### src/rtl/wavegen_pkg.sv
// Shared types and constants for the waveform output path (NCO -> PWM DAC).
package wavegen_pkg;

  typedef enum logic [1:0] {
    IDLE  = 2'd0,
    RUN   = 2'd1,
    DRAIN = 2'd2
  } pwm_state_t;

  localparam logic [7:0] GAIN_UNITY = 8'd128;
  localparam int         SAMPLE_W   = 8;

  // Clamp a 9-bit scaled value into the 8-bit sample range.
  function automatic logic [7:0] sat8(input logic [8:0] v);
    return v[8] ? 8'hFF : v[7:0];
  endfunction

endpackage

### src/rtl/gain_sat.sv
// Combinational Q1.7 gain stage: sample * gain >> 7, saturated to 8 bits.
module gain_sat
  import wavegen_pkg::*;
(
  input  logic [SAMPLE_W-1:0] sample,
  input  logic [7:0]          gain,
  output logic [SAMPLE_W-1:0] scaled
);

  logic [15:0] prod;
  logic [8:0]  shifted;

  assign prod    = 16'(sample) * 16'(gain);
  assign shifted = prod[15:7];
  assign scaled  = sat8(shifted);

endmodule

### src/rtl/pwm_dac.sv
// PWM DAC: scales each NCO sample by a shadowed gain and emits a glitch-free
// single-bit PWM whose duty is latched once per counter period.
module pwm_dac
  import wavegen_pkg::*;
#(
  parameter int         CNT_W    = 8,
  parameter logic [7:0] GAIN_RST = GAIN_UNITY
) (
  input  logic                clk,
  input  logic                rst_n,
  input  logic                en_i,
  input  logic [SAMPLE_W-1:0] sample_i,
  input  logic [7:0]          gain_i,
  input  logic                gain_we_i,
  output logic                pwm_o,
  output logic                period_start_o,
  output logic [CNT_W-1:0]    duty_o,
  output logic                active_o,
  output logic [1:0]          state_o
);

  localparam logic [CNT_W-1:0] CNT_MAX = '1;

  pwm_state_t          state_q, state_d;
  logic [CNT_W-1:0]    cnt_q;
  logic [CNT_W-1:0]    duty_q;
  logic [CNT_W-1:0]    duty_next;
  logic [7:0]          gain_q, gain_sh_q, gain_sh_d;
  logic [SAMPLE_W-1:0] sat_sample;
  logic                pwm_q, start_q, active_q;
  logic                capture;
  logic                wrap;

  assign wrap = (cnt_q == CNT_MAX);

  // The scaler sees the gain that enters the shadow on this edge, so a write
  // landing on a capture edge misses it and takes effect one period later.
  assign gain_sh_d = capture ? gain_q : gain_sh_q;

  gain_sat u_gain_sat (
    .sample (sample_i),
    .gain   (gain_sh_d),
    .scaled (sat_sample)
  );

  assign duty_next = CNT_W'(sat_sample) << (CNT_W - 8);

  always_comb begin
    state_d = state_q;
    capture = 1'b0;
    case (state_q)
      IDLE: begin
        if (en_i) begin
          capture = 1'b1;
          state_d = RUN;
        end
      end
      RUN: begin
        if (!en_i)     state_d = DRAIN;
        else if (wrap) capture = 1'b1;
      end
      DRAIN: begin
        if (en_i) begin
          state_d = RUN;
          capture = wrap;
        end else if (wrap) begin
          state_d = IDLE;
        end
      end
      default: state_d = IDLE;
    endcase
  end

  always_ff @(posedge clk) begin
    if (!rst_n) begin
      state_q   <= IDLE;
      cnt_q     <= '0;
      duty_q    <= '0;
      gain_q    <= GAIN_RST;
      gain_sh_q <= GAIN_RST;
      pwm_q     <= 1'b0;
      start_q   <= 1'b0;
      active_q  <= 1'b0;
    end else begin
      state_q   <= state_d;
      cnt_q     <= (state_q == IDLE) ? '0 : cnt_q + CNT_W'(1);
      gain_sh_q <= gain_sh_d;
      start_q   <= capture;
      pwm_q     <= (state_q != IDLE) && (cnt_q < duty_q);
      active_q  <= (state_d != IDLE);
      if (gain_we_i) gain_q <= gain_i;
      if (capture)   duty_q <= duty_next;
    end
  end

  assign pwm_o          = pwm_q;
  assign period_start_o = start_q;
  assign duty_o         = duty_q;
  assign active_o       = active_q;
  assign state_o        = state_q;

endmodule
### config.mk
export PLATFORM = sky130hd
export DESIGN_NAME = pwm_dac
export DESIGN_NICKNAME = d
export VERILOG_FILES = /design/src/rtl/wavegen_pkg.sv /design/src/rtl/gain_sat.sv /design/src/rtl/pwm_dac.sv
export SDC_FILE = /design/constraint.sdc
export NUM_CORES = 1
export LEC_CHECK = 0
export ABC_AREA = 0
export CELL_PAD_IN_SITES_DETAIL_PLACEMENT = 1
export CELL_PAD_IN_SITES_GLOBAL_PLACEMENT = 2
export CORE_MARGIN = 3
export CORE_UTILIZATION = 35
export CTS_CLUSTER_SIZE = 28
export DETAILED_ROUTE_END_ITERATION = 12
export GPL_ROUTABILITY_DRIVEN = 0
export PLACE_DENSITY_LB_ADDON = 0.1
export SLEW_MARGIN = 20
export SYNTH_ARGS = -nofsm -noshare
export SYNTH_HDL_FRONTEND = slang
export SYNTH_HIERARCHICAL = 1
export SYNTH_SLANG_ARGS = --single-unit
### constraint.sdc
create_clock -name clk -period 14.6 [get_ports clk]
set_input_delay 2.92 -clock clk [delete_from_list [all_inputs] [get_ports clk]]
set_output_delay 2.92 -clock clk [all_outputs]
set_load 0.01 [all_outputs]
==> results.toml, run 1 <==
[run_status]
outcome = "finished clean"

[worst_setup_path]
critical_path_required_ps = 14750
cp.buffers_inverters = 3
worstReg2RegEnd = "duty_o[6]$_SDFFE_PN0P_"
crit_chain = "clkdlybuf4s50_1, and3b_1, a31o_4, mux2_2, and2_1, fa_1, fa_1, fa_1, inv_1, fa_1, inv_1, ha_1, and3_1, nand3_1, o2111ai_1, a21o_1, nand4_1, nand3_1, o31ai_1"
critPathLaunchType = "primary input"
path_class = "primary input to flop"
cells_on_worst_reg2reg_path = 20
reg2reg_slack_ps = 8460
crit_fanout = 24
timing.critical_path.to_type = "flop"
cell_with_the_biggest_individual_delay_on_the_critical_path = "clkdlybuf4s50_1"
cp_common_cell = "fa_1"
regToRegStartpoint = "state_o[1]$_SDFF_PN0_"
worst_path_dominant_cell_family = "adder cells"
worstPathArrival_ps = 8710
critPathMaxStageDelay_ps = 590

[clocking]
cts-buffers-inserted = 5
clkTransAtPathRegs_ps = 80
h-tree-depth = 2
cts_tree = "built"
ctsHoldBuffers = 0
clock_tree.buffer_depth = 2
cts_resized = 0
clock_tree.root_cell = "clkbuf_8"
tritoncts_num_sinks = 37
clock_insertion_delay_worst_skew_ps = 290
setup_fix_buffers_added_after_clock_tree_synthesis = 0

[placement]
placed_area_um2 = 4220
post-dp-hpwl_um = 7780
place.port_buffers = 32

[synthesis]
synthMostInstantiatedCell = "inv_1"
post_synth.cell_area_avg_um2 = 9.24
synth.yosys.seq_area_share_pct = 19.5
synthCells = 410
synth_seq_cells = 37
synth_top_area_share_pct = 19.5
synth_enable_flop_cells = 0
synthFlopType = "dfxtp_1"
synth_area_leaders = "dfxtp_1, fa_1, ha_1"
yosysWarningCount = 6
synth_largest_area_cell = "dfxtp_1"
synth.net_count = 510
post_synth_instance_area_um2 = 3790
synth_commonest_cells = "inv_1, and2_1, ha_1"
distinct_cell_type_count_after_synthesis = 53
async_flop_share_pct = 0

[drt]
drt_pass1_iterations = 4
wl_per_cell_um = 16.7
antenna_violating_nets_post_route = 0
route.final.wire_length_um = 9590
drcViolationCount = 0
initialDrtViolationCount = 77
vias = 2883
avgViaCountPerCell = 5.02

[final_layout]
antenna-diode-count = 0
postLayoutCellArea_um2 = 4360
fin_nets = 537
final_layout_size_suffix_gt1_share_pct = 6.85
syn_to_final_growth_pct = 15.0

[floorplanning]
floorplan.die.height_um = 110
initial_core_util_pct = 36.4
floorplan.io_pins = 33
floorplan.rows = 37
coreArea_um2 = 10400
fp.dieArea_um2 = 12100
chipWidth_um = 110

[global_routing]
use_met3_pct = 2.33
global_route.usage.met1_pct = 25.3
grt_max_degree = 25
grt.total_usage_pct = 17.2
antenna_found_initial = 0
global_route.peak_usage_layer = "met2"
grt_pass1_vias = 3145
grt_use_met2_pct = 26.7
grt_first_pass_wirelength_um = 16200
grt_remaining_overflow = 0

[sta]
clock-skew-final_ps = 8.71
max_slew.worst_pin.slew_ps = 755
finalWorstPathRequiredPeriod_ps = 8560
hold_ws_ps = 483
fmax_mhz = 117
slew-limit-headroom_pct = 49.5
rsz_0062_raised_after_global_routing = "no"
timing.setup.tns_ps = 0
fin_crit_sh_pct = 58.6
report.final.hold_viol_count = 0
timing.final.setup_violations = 0
final_max_slew_viol_count = 0

[hold_path]
timing.hold.worst_path_depth = 2
min_delay_worst_endpoint = "gain_q[7]$_SDFFE_PN1P_"
hold_class = "flop to flop"
hold_start = "gain_q[7]$_SDFFE_PN1P_"

[pwr]
power_per_cell_area_nw_per_um2 = 95.1
max-vdd-ir-drop_v = 0.0000632
leakagePower_nw = 2.11

[flow_run]
drv_cap = 0
layout by cell type, fill, tap and decap left out, types with 5 or more instances in the layout:
cell type,count
a21oi_1,10
ha_1,45
and2_1,50
inv_1,51
a21o_1,5
mux2_2,5
and2_2,5
fa_1,35
o31ai_1,7
clkbuf_8,5
clkdlybuf4s50_1,32
xor2_1,7
nor2_1,19
o21ai_0,5
dfxtp_1,37
nand2_1,21
nand3_1,22
mux2i_1,10
and3_1,7
metrics by stage:
stage                     util (%)  power, mW  instances  setup WS [ps]
after detailed placement      40.5      0.313        566           5740
final                         41.8      0.414        574           6040
after global placement        40.5      0.310        566           5860
after floorplan                  -      0.250        410           6910
after global routing          41.8      0.451        574           5670
after CTS                     41.8      0.421        574           6020
registers in the layout, indices dropped and copies added, names as in the netlist:
signal and cells:
cnt_q 8, period_start_o 1, pwm_o 1, active_o 1
gain_q 8, gain_sh_q 8, state_o 2, duty_o 8
worst reg2reg max path, delay by kind of cell (launching register included):
| kind | cells | cell delay [ps] |
|---|---|---|
| DFF | 1 | 420 |
| adders and majority gates | 6 | 2870 |
| AOI/OAI and AO/OA | 4 | 1030 |
| buffers and inverters | 3 | 230 |
| muxes | 1 | 450 |
| and+or+nand+nor | 6 | 1010 |
routing by layer:
metal / vias to the layer above / routed length [µm]
li1: 1438 / -
met1: 1392 / 4940
met2: 38 / 4230
met3: 15 / 225
met4: 0 / 191
met5: - / 0
how the worst max path moves through the flow:
stage / from / end / slack, ps / cells past startpoint
6_report: en_i / duty_o[6]$_SDFFE_PN0P_ / 6040 / 19
5_1_grt: en_i / duty_o[5]$_SDFFE_PN0P_ / 5670 / 19
4_1_cts: en_i / duty_o[6]$_SDFFE_PN0P_ / 6020 / 19
3_5_place_dp: en_i / duty_o[6]$_SDFFE_PN0P_ / 5740 / 19
3_3_place_gp: en_i / duty_o[7]$_SDFFE_PN0P_ / 5860 / 19
2_1_floorplan: en_i / duty_o[5]$_SDFFE_PN0P_ / 6910 / 20
cells by family (layout without fill, tap and decap cells):
kind of cell / Yosys count / count (layout) / share of synthesized area, %
xor gates and xnor gates: 11 / 11 / 2.54
and+or+nand+nor: 148 / 148 / 22.1
adders and majority gates: 80 / 80 / 33.3
DFF: 37 / 37 / 19.5
AOI/OAI and AO/OA: 53 / 53 / 10.6
buffers and inverters: 63 / 91 / 6.57
muxes: 18 / 18 / 5.32
layout make-up:
type	instances	area (µm²)
Clock buffer	5	68.8
Timing Repair Buffer	32	320
Sequential cell	37	741
Fill cell	1224	6060
Inverter	51	191
Tap cell	136	170
Multi-Input combinational cell	310	2800
Clock inverter	3	65.1
power by group:
| part | internal (mW) | leakage [nW] | switching, mW |
|---|---|---|---|
| clock | 0.0679 | 0.0681 | 0.0362 |
| sequential | 0.111 | 0.303 | 0.00623 |
| combinational | 0.0835 | 1.74 | 0.110 |
Note: power is estimated with default switching activity, not from simulation.
==> run 2: changes to the inputs <==
==> constraint.sdc (replaced) <==
create_clock -name clk -period 8.34 [get_ports clk]
set_input_delay 1.668 -clock clk [delete_from_list [all_inputs] [get_ports clk]]
set_output_delay 1.668 -clock clk [all_outputs]
set_load 0.01 [all_outputs]
==> results.toml, run 2 (same netlist as run 1, synthesis figures left out) <==
[clocking]
cts-buffers-inserted = 5
clock_tree.root_cell = "clkbuf_8"
cts_resized = 0
cts_tree = "built"
clock_tree.buffer_depth = 2
setup_fix_buffers_added_after_clock_tree_synthesis = 0
ctsHoldBuffers = 0
clkTransAtPathRegs_ps = 70
tritoncts_num_sinks = 37
clock_insertion_delay_worst_skew_ps = 290
h-tree-depth = 2

[final_layout]
fin_nets = 537
syn_to_final_growth_pct = 13.7
final_layout_size_suffix_gt1_share_pct = 6.41
postLayoutCellArea_um2 = 4310
most_frequent_cells_in_the_layout = "inv_1, and2_1, ha_1"
antenna-diode-count = 0
mostFrequentLayoutCell = "inv_1"

[worst_setup_path]
worstReg2RegEnd = "duty_o[6]$_SDFFE_PN0P_"
timing.critical_path.to_type = "flop"
crit_fanout = 24
cell_with_the_biggest_individual_delay_on_the_critical_path = "clkdlybuf4s50_1"
critical_path_required_ps = 8500
cp_common_cell = "fa_1"
reg2reg_slack_ps = 2210
worst_path_dominant_cell_family = "adder cells"
cells_on_worst_reg2reg_path = 20
path_class = "primary input to flop"
crit_start = "en_i"
crit_chain = "clkdlybuf4s50_1, and3b_1, a31o_4, mux2_2, and2_1, fa_1, fa_1, fa_1, inv_1, fa_1, inv_1, ha_1, and3_1, nand3_1, o2111ai_1, a21o_1, nand4_1, nand3_1, o31ai_1"
critPathMaxStageDelay_ps = 580
worstPathArrival_ps = 7440
critPathLaunchType = "primary input"
regToRegStartpoint = "state_o[1]$_SDFF_PN0_"
cp.buffers_inverters = 3

[drt]
avgViaCountPerCell = 5.03
route.final.wire_length_um = 9570
drcViolationCount = 0
antenna_violating_nets_post_route = 0
drt_pass1_iterations = 4
vias = 2881
initialDrtViolationCount = 81
wl_per_cell_um = 16.7

[sta]
clock-skew-final_ps = 6.72
timing.setup.tns_ps = 0
report.final.hold_viol_count = 0
max_slew.worst_pin.slew_ps = 761
rsz_0062_raised_after_global_routing = "no"
fmax_mhz = 137
finalWorstPathRequiredPeriod_ps = 7280
timing.final.setup_violations = 0
slew-limit-headroom_pct = 49.1
fin_crit_sh_pct = 87.3
final_max_slew_viol_count = 0

[floorplanning]
fp.dieArea_um2 = 12100
floorplan.io_pins = 33
floorplan.die.height_um = 110
chipWidth_um = 110
coreArea_um2 = 10400
floorplan.rows = 37
initial_core_util_pct = 36.4

[hold_path]
min_delay_worst_endpoint = "gain_q[7]$_SDFFE_PN1P_"
hold_class = "flop to flop"
timing.hold.worst_path_depth = 2
hold_start = "gain_q[7]$_SDFFE_PN1P_"

[pwr]
share_comb_of_total_power_pct = 50.5
internal_power_uw = 405
netSwitchingFraction_pct = 39.1
clock_power_share_pct = 18.7
power.sequential.fraction_pct = 30.8
leakagePower_nw = 2.08
power_switching_uw = 260
max-vdd-ir-drop_v = 0.0000883
power_per_cell_area_nw_per_um2 = 154

[global_routing]
grt.total_usage_pct = 16.8
grt_first_pass_wirelength_um = 15800
grt_pass1_vias = 3056
antenna_found_initial = 0
grt_max_degree = 25
grt_remaining_overflow = 0

[run_status]
outcome = "finished clean"

[placement]
post-dp-hpwl_um = 7750
place.port_buffers = 32
placed_area_um2 = 4220

[flow_run]
drv_cap = 0
==> run 2: cell count changes in the layout (fill, tap and decap cells not counted) <==
cell	before	now
bufinv_16	2	0
clkbuf_1	0	1
clkbuf_8	5	6
clkinv_2	1	0
==> run 2: worst reg2reg max path: cells and delay by family (launching register included) <==
family	cells	cell delay, ps
simple gates	6	1010
buf+inv	3	230
fa+ha+maj	6	2860
mux	1	450
compound gates	4	1040
flops	1	410
==> run 2: area by class of cell <==
type                    count  area, µm²
fillers                  1227       6110
flip-flops and latches     37        741
clock buffers               7       86.3
multi-input cells         310       2800
repair buffers             32        320
inverters                  51        191
well taps                 136        170
==> run 2: power groups by stage <==
| stage | Combinational (mW) | Sequential [mW] | Clock, mW |
|---|---|---|---|
| after CTS | 0.342 | 0.206 | 0.129 |
| final | 0.336 | 0.205 | 0.125 |
| after floorplan | 0.226 | 0.212 | 0 |
| after global routing | 0.384 | 0.207 | 0.138 |
| after detailed placement | 0.339 | 0.209 | 0 |
| after global placement | 0.334 | 0.209 | 0 |
==> run 2: layer usage <==
layer	track usage (%)	part of all wire (%)	up-vias	routed length (µm)
met1	23.9	51	1396	4900
met5	0	0	-	0
li1	-	-	1433	-
met3	2.68	2.7	13	257
met4	3.12	1.5	0	148
met2	27.2	45	39	4270
==> run 2: worst max path at each step <==
stage	endpoint	slack [ps]	cells past startpoint
5_1_grt	duty_o[7]$_SDFFE_PN0P_	650	19
2_1_floorplan	duty_o[5]$_SDFFE_PN0P_	1910	20
4_1_cts	duty_o[7]$_SDFFE_PN0P_	1030	19
3_3_place_gp	duty_o[7]$_SDFFE_PN0P_	860	19
6_report	duty_o[6]$_SDFFE_PN0P_	1060	19
3_5_place_dp	duty_o[7]$_SDFFE_PN0P_	750	19
==> run 2: metrics by stage <==
step           std cells  util [%]  hold WS, ps  worst slack (ps)  total power, mW
3_5_place_dp         566      40.5          468               753            0.549
5_1_grt              573      41.4          508               646            0.729
3_3_place_gp         566      40.5          460               857            0.543
6_report             573      41.4          479              1060            0.666
2_1_floorplan        410         -          436              1910            0.438
4_1_cts              573      41.4          486              1030            0.677
